File: config.mk
export PLATFORM = sky130hd
export DESIGN_NAME = aes_round_sched_flat
export DESIGN_NICKNAME = d
export VERILOG_FILES = /design/src/rtl/aes_round_sched_if.sv /design/src/rtl/aes_round_sched.sv /design/src/flat_wrapper.sv
export SDC_FILE = /design/constraint.sdc
export NUM_CORES = 1
export LEC_CHECK = 0
export BUFFER_PORTS_ARGS = -buffer_cell sky130_fd_sc_hd__buf_2
export CORE_MARGIN = 4
export CORE_UTILIZATION = 40
export DETAILED_ROUTE_END_ITERATION = 10
export SLEW_MARGIN = 40
export SYNTH_ARGS = -nofsm -noshare
export SYNTH_HDL_FRONTEND = slang
export SYNTH_SLANG_ARGS = --single-unit
File: constraint.sdc
create_clock -name i_clk -period 5.2 [get_ports i_clk]
set_input_delay 0.78 -clock i_clk [delete_from_list [all_inputs] [get_ports i_clk]]
set_output_delay 0.78 -clock i_clk [all_outputs]
set_load 0.05 [all_outputs]
File: src/rtl/aes_round_sched_if.sv
// Control bundle between the AES round sequencer and the cipher top / key generator / datapath.
// Names carry i_/o_ from the sequencer's point of view; slave = sequencer side.
interface aes_round_sched_if #(
    parameter int RW = 4
);
    logic          i_start;
    logic          i_abort;
    logic          i_key_valid;
    logic          o_ready;
    logic          o_busy;
    logic          o_key_load;
    logic          o_key_req;
    logic          o_state_load;
    logic          o_state_en;
    logic          o_mix_en;
    logic [RW-1:0] o_round;
    logic          o_done;
    logic          o_err;

    modport slave (
        input  i_start, i_abort, i_key_valid,
        output o_ready, o_busy, o_key_load, o_key_req, o_state_load,
               o_state_en, o_mix_en, o_round, o_done, o_err
    );

    modport master (
        output i_start, i_abort, i_key_valid,
        input  o_ready, o_busy, o_key_load, o_key_req, o_state_load,
               o_state_en, o_mix_en, o_round, o_done, o_err
    );
endinterface

File: src/rtl/aes_round_sched.sv
// AES-128 block sequencer: load, then per round wait for key and step datapath; done 2*NR+2 cycles after start at best.
// Stalls in KEYWAIT until key_valid (bounded by TIMEOUT); start accepted only when ready, abort returns to IDLE.
module aes_round_sched #(
    parameter int NR      = 10,
    parameter int RW      = 4,
    parameter int TIMEOUT = 32
) (
    input  logic              i_clk,
    input  logic              i_rst,
    aes_round_sched_if.slave  sif
);
    localparam int            TW       = $clog2(TIMEOUT);
    localparam logic [RW-1:0] NR_V     = RW'(NR);
    localparam logic [TW-1:0] TMO_LAST = TW'(TIMEOUT - 1);

    typedef enum logic [2:0] {
        S_IDLE,
        S_LOAD,
        S_KEYWAIT,
        S_ROUND,
        S_DONE,
        S_ERR
    } state_t;

    state_t        r_state, w_state_nxt;
    logic [RW-1:0] r_round, w_round_nxt;
    logic [TW-1:0] r_tmo,   w_tmo_nxt;
    logic          r_err,   w_err_nxt;

    always_ff @(posedge i_clk) begin
        if (i_rst) begin
            r_state <= S_IDLE;
            r_round <= '0;
            r_tmo   <= '0;
            r_err   <= 1'b0;
        end else begin
            r_state <= w_state_nxt;
            r_round <= w_round_nxt;
            r_tmo   <= w_tmo_nxt;
            r_err   <= w_err_nxt;
        end
    end

    always_comb begin
        w_state_nxt = r_state;
        w_round_nxt = r_round;
        w_tmo_nxt   = r_tmo;
        w_err_nxt   = r_err;
        case (r_state)
            S_IDLE: begin
                if (sif.i_start) begin
                    w_state_nxt = S_LOAD;
                    w_round_nxt = '0;
                    w_err_nxt   = 1'b0;
                end
            end
            S_LOAD: begin
                w_state_nxt = S_KEYWAIT;
                w_round_nxt = RW'(1);
                w_tmo_nxt   = '0;
            end
            S_KEYWAIT: begin
                // A key arriving on the last allowed cycle still counts.
                if (sif.i_key_valid) begin
                    w_state_nxt = S_ROUND;
                end else if (r_tmo == TMO_LAST) begin
                    w_state_nxt = S_ERR;
                end else begin
                    w_tmo_nxt = r_tmo + TW'(1);
                end
            end
            S_ROUND: begin
                if (r_round == NR_V) begin
                    w_state_nxt = S_DONE;
                end else begin
                    w_state_nxt = S_KEYWAIT;
                    w_round_nxt = r_round + RW'(1);
                    w_tmo_nxt   = '0;
                end
            end
            S_DONE: begin
                w_state_nxt = S_IDLE;
                w_round_nxt = '0;
            end
            S_ERR: begin
                w_state_nxt = S_IDLE;
                w_round_nxt = '0;
                w_err_nxt   = 1'b1;
            end
            default: begin
                w_state_nxt = S_IDLE;
                w_round_nxt = '0;
            end
        endcase
        // Abort overrides everything, including a pending error flag update.
        if (r_state != S_IDLE && sif.i_abort) begin
            w_state_nxt = S_IDLE;
            w_round_nxt = '0;
            w_err_nxt   = r_err;
        end
    end

    assign sif.o_ready      = (r_state == S_IDLE);
    assign sif.o_busy       = (r_state != S_IDLE);
    assign sif.o_key_load   = (r_state == S_LOAD);
    assign sif.o_state_load = (r_state == S_LOAD);
    assign sif.o_key_req    = (r_state == S_KEYWAIT);
    assign sif.o_state_en   = (r_state == S_ROUND);
    assign sif.o_mix_en     = (r_state == S_ROUND) && (r_round != NR_V);
    assign sif.o_round      = r_round;
    assign sif.o_done       = (r_state == S_DONE);
    assign sif.o_err        = r_err;
endmodule
File: src/flat_wrapper.sv
// flat-port wrapper written by rule: the top's interface ports become plain ports
module aes_round_sched_flat 
#(
    parameter int NR      = 10,
    parameter int RW      = 4,
    parameter int TIMEOUT = 32
)
  (i_clk, i_rst, sif_i_start, sif_i_abort, sif_i_key_valid, sif_o_ready, sif_o_busy, sif_o_key_load, sif_o_key_req, sif_o_state_load, sif_o_state_en, sif_o_mix_en, sif_o_round, sif_o_done, sif_o_err);
  aes_round_sched_if #(.RW(RW)) sif_i ();
  input  logic i_clk;
  input  logic i_rst;
  input wire logic [$bits(sif_i.i_start)-1:0] sif_i_start;
  input wire logic [$bits(sif_i.i_abort)-1:0] sif_i_abort;
  input wire logic [$bits(sif_i.i_key_valid)-1:0] sif_i_key_valid;
  output wire logic [$bits(sif_i.o_ready)-1:0] sif_o_ready;
  output wire logic [$bits(sif_i.o_busy)-1:0] sif_o_busy;
  output wire logic [$bits(sif_i.o_key_load)-1:0] sif_o_key_load;
  output wire logic [$bits(sif_i.o_key_req)-1:0] sif_o_key_req;
  output wire logic [$bits(sif_i.o_state_load)-1:0] sif_o_state_load;
  output wire logic [$bits(sif_i.o_state_en)-1:0] sif_o_state_en;
  output wire logic [$bits(sif_i.o_mix_en)-1:0] sif_o_mix_en;
  output wire logic [$bits(sif_i.o_round)-1:0] sif_o_round;
  output wire logic [$bits(sif_i.o_done)-1:0] sif_o_done;
  output wire logic [$bits(sif_i.o_err)-1:0] sif_o_err;
  assign sif_i.i_start = sif_i_start;
  assign sif_i.i_abort = sif_i_abort;
  assign sif_i.i_key_valid = sif_i_key_valid;
  assign sif_o_ready = sif_i.o_ready;
  assign sif_o_busy = sif_i.o_busy;
  assign sif_o_key_load = sif_i.o_key_load;
  assign sif_o_key_req = sif_i.o_key_req;
  assign sif_o_state_load = sif_i.o_state_load;
  assign sif_o_state_en = sif_i.o_state_en;
  assign sif_o_mix_en = sif_i.o_mix_en;
  assign sif_o_round = sif_i.o_round;
  assign sif_o_done = sif_i.o_done;
  assign sif_o_err = sif_i.o_err;
  aes_round_sched #(.NR(NR), .RW(RW), .TIMEOUT(TIMEOUT)) u_core (.i_clk(i_clk), .i_rst(i_rst), .sif(sif_i));
endmodule
==> results.yml, run 1 <==
outcome:
  status: "finished, final reports clean"
sta:
  max_slew.worst_pin.slew_ns: 0.614
  setup_tns_ns: 0
  finalSetupViolations: 0
  rsz0062_at_grt: "false"
  relSlewSlack_pct: 59.0
  skew_ns: 0.00125
  finalHoldViolCount: 0
  maxSlewViolCount: 0
  min_period_over_period_pct: 50.0
  max_freq_ghz: 0.384
  min_period_ns: 2.60
global_route:
  track_usage_pct: 16.8
  grt_max_degree: 21
  grt_pass1_wl_um: 3380
  grt_antenna_before_repair: 0
  grt_pass1_vias: 717
  overflow: 0
setup_path:
  reg2reg_depth: 6
  cp_max_fo: 20
  criticalPathCategory: "reg2out"
  cp-start-kind: "flip-flop"
  worst_ep_arrival_time_ns: 1.82
  end_kind: "output port"
  cp.required_ns: 4.42
clock_tree:
  cts_made_buffers: 3
  clk_latency_ns: 0.28
  postCtsSetupRepairBufs: 0
  clkSinkCount: 13
  htreeDepth: 1
  cts.path.max_buffers: 2
  root_buffer: "clkbuf_4"
  holdBufCountCts: 0
  cts_tree: "yes"
  clk_pin_slew_ns: 0.08
  cts_resized: 0
drt:
  drc: 0
  vias: 791
  drt_wl_total_um: 1950
  dr.pass1.iters: 7
  wire_per_inst_um: 14.3
  avgViaCountPerCell: 5.82
  drt_iter0_drc: 17
  ant_nets: 0
power_and_ir_drop:
  power_leakage_nw: 0.358
  p_total_mw: 0.263
  peakVddDrop_v: 0.000157
  powerDensity_nw_per_um2: 288
die:
  die-height_um: 52.8
  start_util_pct: 44.2
  die_x_um: 52.8
  dieArea_um2: 2790
  ioPinCount: 18
  core-area_um2: 1820
  rows: 15
placed_design:
  globalplace.congestion: 0.814
  dp_hpwl_um: 1440
  portBuffers: 17
  placed_cell_area_um2: 887
yosys:
  synth_top_family_by_area: "simple AND/OR/NAND/NOR gates"
  synth_fa_ha_area_share_pct: 6.22
  synthMuxAreaShare_pct: 1.24
  ys_types: 38
  synth_most_common_cell: "dfxtp_1"
  ys_warn_count: 0
  synth-seq-cells: 13
  async_flop_share_pct: 0
  synth.cell_area_um2: 805
  yosysTopAreaCell: "dfxtp_1"
  synth_xor_area_share_pct: 1.09
  syn_nets: 106
  synth.top_cell.area_share_pct: 32.3
  synthCells: 97
  avgSynthCellArea_um2: 8.29
  synth_commonest_cells: "13 x dfxtp_1, 9 x nor3_1, 6 x inv_1, 6 x nand2_1"
  synth-compound-area-share_pct: 18.4
  synthTopCellsByArea: "dfxtp_1 32%, ha_1 6.2%, nor3_1 5.6%, o211ai_1 3.7%, a21oi_1 3.1%"
  synth-simple-area-share_pct: 33.7
  synth_edf_count: 0
  synth-seq-area-share_pct: 32.3
  synth_flop_cell: "dfxtp_1"
layout:
  layout-drive-gt1-share_pct: 19.8
  multi_input_area_um2: 488
  num-nets-final: 121
  antenna_cells: 0
  fillCellCount: 185
  finish.utilization_pct: 50.2
  area_delta_synth_final_pct: 13.5
  fin_area_um2: 913
  final-seq-area_um2: 260
hold_path:
  hold_depth: 2
  hold_class: "reg2reg"
job:
  maxCapViolations: 0
[power by group]
group          switching (mW)  internal (mW)
clock                  0.0329         0.0298
sequential             0.0144          0.104
combinational          0.0598         0.0221
total                   0.107          0.156
[worst paths after layout]
check,slack (ns),endpoint,startpoint
max,2.60,sif_o_key_load,u_core.r_state[0]
max reg2reg,2.99,u_core.r_tmo[3],u_core.r_tmo[0]
min reg2reg,0.51,u_core.sif.o_err,u_core.sif.o_err
min,0.51,u_core.sif.o_err,u_core.sif.o_err
[critical path: stages, from the launching register on]
cell and delay, ns:
dfxtp_1 0.72, inv_1 0.26, nor3_1 0.26, buf_2 0.30
[metal layers]
| layer | vias to the layer above | track usage (%) | share of wire (%) |
|---|---|---|---|
| met1 | 363 | 23.0 | 51 |
| met2 | 30 | 23.1 | 41 |
| met4 | 0 | 6.38 | 1.3 |
| met5 | - | 0 | 0 |
| li1 | 393 | - | - |
| met3 | 5 | 6.55 | 7.1 |
[placed cells by master, fill, tap and decap left out, drive strengths merged, types with 2 or more instances in the layout]
cell    count
and2        2
nand4b      2
nand2       6
and3b       2
ha          4
a31oi       4
nor3b       3
o211ai      4
nand3       2
o21ai       2
inv         6
buf        17
nand4       3
a21oi       5
nor2b       2
nor3        9
dfxtp      13
clkbuf      4
nor2        2
[layout make-up]
cell class | count | share of cell area [%]
Multi-Input combinational cell | 71 | 53.4
Sequential cell | 13 | 28.5
Timing Repair Buffer | 17 | 9.32
Tap cell | 25 | 3.42
Clock buffer | 4 | 2.88
Inverter | 6 | 2.47
[cell families (layout without fill, tap and decap cells)]
group / Yosys count / in the layout
muxes: 1 / 1
AOI/OAI and AO/OA: 22 / 22
and+or+nand+nor: 43 / 43
adders and majority gates: 4 / 4
DFF: 13 / 13
buffers and inverters: 13 / 27
xor gates and xnor gates: 1 / 1
[metrics by stage]
stage / hold WS [ns] / worst slack, ns / cells
global route: 0.531 / 2.46 / 136
CTS: 0.515 / 2.60 / 136
global placement: 0.498 / 2.96 / 132
detailed placement: 0.494 / 2.93 / 132
floorplan: 0.472 / 2.13 / 97
finish: 0.515 / 2.60 / 136
[state kept, by name, summed over array words and instances, names as in the netlist]
name                cells
u_core.r_tmo            5
u_core.sif.o_err        1
u_core.r_state          3
u_core.sif.o_round      4
No activity file was read; power rests on OpenSTA's default activity.
==> run 2, diff against run 1 <==
--- a/config.mk
+++ b/config.mk
@@ -5,6 +5,7 @@
 export SDC_FILE = /design/constraint.sdc
 export NUM_CORES = 1
 export LEC_CHECK = 0
+export ABC_AREA = 1
 export BUFFER_PORTS_ARGS = -buffer_cell sky130_fd_sc_hd__buf_2
 export CORE_MARGIN = 4
 export CORE_UTILIZATION = 40
==> constraint.sdc (replaced) <==
create_clock -name i_clk -period 2.4 [get_ports i_clk]
set_input_delay 0.36 -clock i_clk [delete_from_list [all_inputs] [get_ports i_clk]]
set_output_delay 0.36 -clock i_clk [all_outputs]
set_load 0.05 [all_outputs]
==> results.yml, run 2 <==
outcome:
  status: "finished, final reports clean"
sta:
  finalHoldViolCount: 0
  rsz0062_at_grt: "false"
  max_freq_ghz: 0.553
  min_period_over_period_pct: 75.3
  max_slew.worst_pin.slew_ns: 0.306
  skew_ns: 0.00623
  min_period_ns: 1.81
  maxSlewViolCount: 0
  setup_tns_ns: 0
  fin_ws_ns: 0.593
  finalSetupViolations: 0
  relSlewSlack_pct: 79.4
global_route:
  grt_antenna_before_repair: 0
  grt_pass1_wl_um: 2950
  grt_max_degree: 9
  track_usage_pct: 14.4
  overflow: 0
  grt_pass1_vias: 746
power_and_ir_drop:
  peakVddDrop_v: 0.000466
  power_leakage_nw: 0.490
  powerDensity_nw_per_um2: 1030
setup_path:
  crit_path_start: "u_core.r_state[0]"
  max_stage_delay_ns: 0.38
  cp-start-kind: "flip-flop"
  rrSetupSlack_ns: 0.80
  critical_path_buf_inv_count: 2
  end_kind: "output port"
  reg2reg_depth: 10
  slowest_stage: "dfxtp_1"
  r2r-end: "u_core.r_tmo[2]"
  criticalPathCategory: "reg2out"
  crit_cells: 4
  cp_cell_sequence: "nor2_2, nand2_1, inv_2, buf_2"
  cp_max_fo: 6
  timing.rr.start: "u_core.r_tmo[0]"
  cp.required_ns: 2.04
  crit_family: "buffers and inverters"
  worst_ep_arrival_time_ns: 1.45
  cp-endpoint: "sif_o_key_req"
placed_design:
  dp_slack_ns: 0.825
  dp_hpwl_um: 1410
  portBuffers: 17
  globalplace.congestion: 0.815
yosys:
  avgSynthCellArea_um2: 6.60
  synth_flop_cell: "dfxtp_1"
  synth_commonest_cells: "26 x nor2_1, 25 x nand2_1, 17 x inv_1, 13 x dfxtp_1, 9 x o21ai_0"
  synth_most_common_cell: "nor2_1"
  syn_nets: 133
  ys_warn_count: 0
  synthTopCellsByArea: "dfxtp_1 32%, nor2_1 12%, nand2_1 11%, inv_1 7.8%, ha_1 6.1%"
  ys_types: 22
  synth-seq-area-share_pct: 31.8
  synth.top_cell.area_share_pct: 31.8
  synth-seq-cells: 13
  synthCells: 124
  synth.cell_area_um2: 818
  synth_edf_count: 0
  async_flop_share_pct: 0
  yosysTopAreaCell: "dfxtp_1"
drt:
  vias: 777
  avgViaCountPerCell: 4.54
  wire_per_inst_um: 10.1
  drt_iter0_drc: 17
  ant_nets: 0
  drc: 0
  dr.pass1.iters: 4
  drt_wl_total_um: 1730
clock_tree:
  cts_resized: 0
  clkSinkCount: 13
  postCtsSetupRepairBufs: 0
  cts_tree: "yes"
  cts_made_buffers: 3
  root_buffer: "clkbuf_4"
  holdBufCountCts: 0
  htreeDepth: 1
  cts.path.max_buffers: 2
  clk_latency_ns: 0.27
  clk_pin_slew_ns: 0.08
layout:
  fillCellCount: 233
  largest_reg_flops: 5
  final_common_cell: "nor2_1"
  final-seq-area_um2: 260
  layout-drive-gt1-share_pct: 23.6
  antenna_cells: 0
  mostFrequentLayoutCells: "26 x nor2_1, 25 x nand2_1, 17 x inv_1, 17 x buf_2, 13 x dfxtp_1"
  num-nets-final: 154
  area_delta_synth_final_pct: 16.8
  max_flop_register: "u_core.r_tmo"
  multi_input_area_um2: 479
die:
  core-area_um2: 1960
  die_x_um: 53.2
  start_util_pct: 41.7
  ioPinCount: 18
  rows: 16
  die-height_um: 53.2
  dieArea_um2: 2830
job:
  maxCapViolations: 0
hold_path:
  hold_class: "in2reg"
[run 2: logic make-up (layout without fill, tap and decap cells)]
logic type,Yosys count,in the layout,synth area share (%)
simple gates,68,68,38.2
buf+inv,20,40,9.63
compound gates,18,18,13.2
flops,13,13,31.8
fa+ha+maj,4,4,6.12
xor+xnor,1,1,1.07
[run 2: worst register-to-register path, cell delays in order, from the launching register on]
cell and delay, ns:
dfxtp_1 0.34, ha_1 0.22, nand2_1 0.09, nor2_1 0.05
ha_1 0.20, o21ai_0 0.16, nand2_1 0.10, nor2_4 0.17
nand2_1 0.07, nand2_1 0.06, nor2_1 0.04
[run 2: how the worst min path moves through the flow]
stage | cells after the start | end | start
CTS | 2 | u_core.sif.o_err | i_rst
finish | 2 | u_core.sif.o_err | i_rst
global placement | 2 | u_core.sif.o_err | u_core.sif.o_err
global route | 2 | u_core.sif.o_err | i_rst
floorplan | 1 | u_core.sif.o_err | i_rst
detailed placement | 2 | u_core.sif.o_err | u_core.sif.o_err
[run 2: cell type report]
class,count,area share (%)
Tap cell,27,3.53
Sequential cell,13,27.2
Clock buffer,4,2.75
Timing Repair Buffer,17,8.90
Inverter,19,7.46
Multi-Input combinational cell,91,50.1
[run 2: metrics by stage]
stage                     cell area, µm²  utilization (%)  cells  power (mW)  hold WS (ns)
after floorplan                      818                -    124       0.759         0.429
after global placement               930             47.4    167       0.860         0.465
after CTS                            956             48.7    171        1.00         0.306
final                                956             48.7    171       0.988         0.315
after detailed placement             930             47.4    167       0.865         0.466
after global routing                 956             48.7    171        1.08         0.313
[run 2: power breakdown]
part / leakage [nW] / switching (mW) / internal, mW
Combinational: 0.369 / 0.390 / 0.143
Sequential: 0.106 / 0.0572 / 0.265
Clock: 0.0150 / 0.0692 / 0.0643
Total: 0.490 / 0.516 / 0.473
[run 2: metal layers]
layer / GRT usage (%) / up-vias / share of wire [%]
met5: 0 / - / 0
met4: 9.36 / 0 / 0.75
met3: 2.54 / 2 / 3.5
met2: 23.7 / 9 / 49
met1: 16.9 / 343 / 47
li1: - / 423 / -
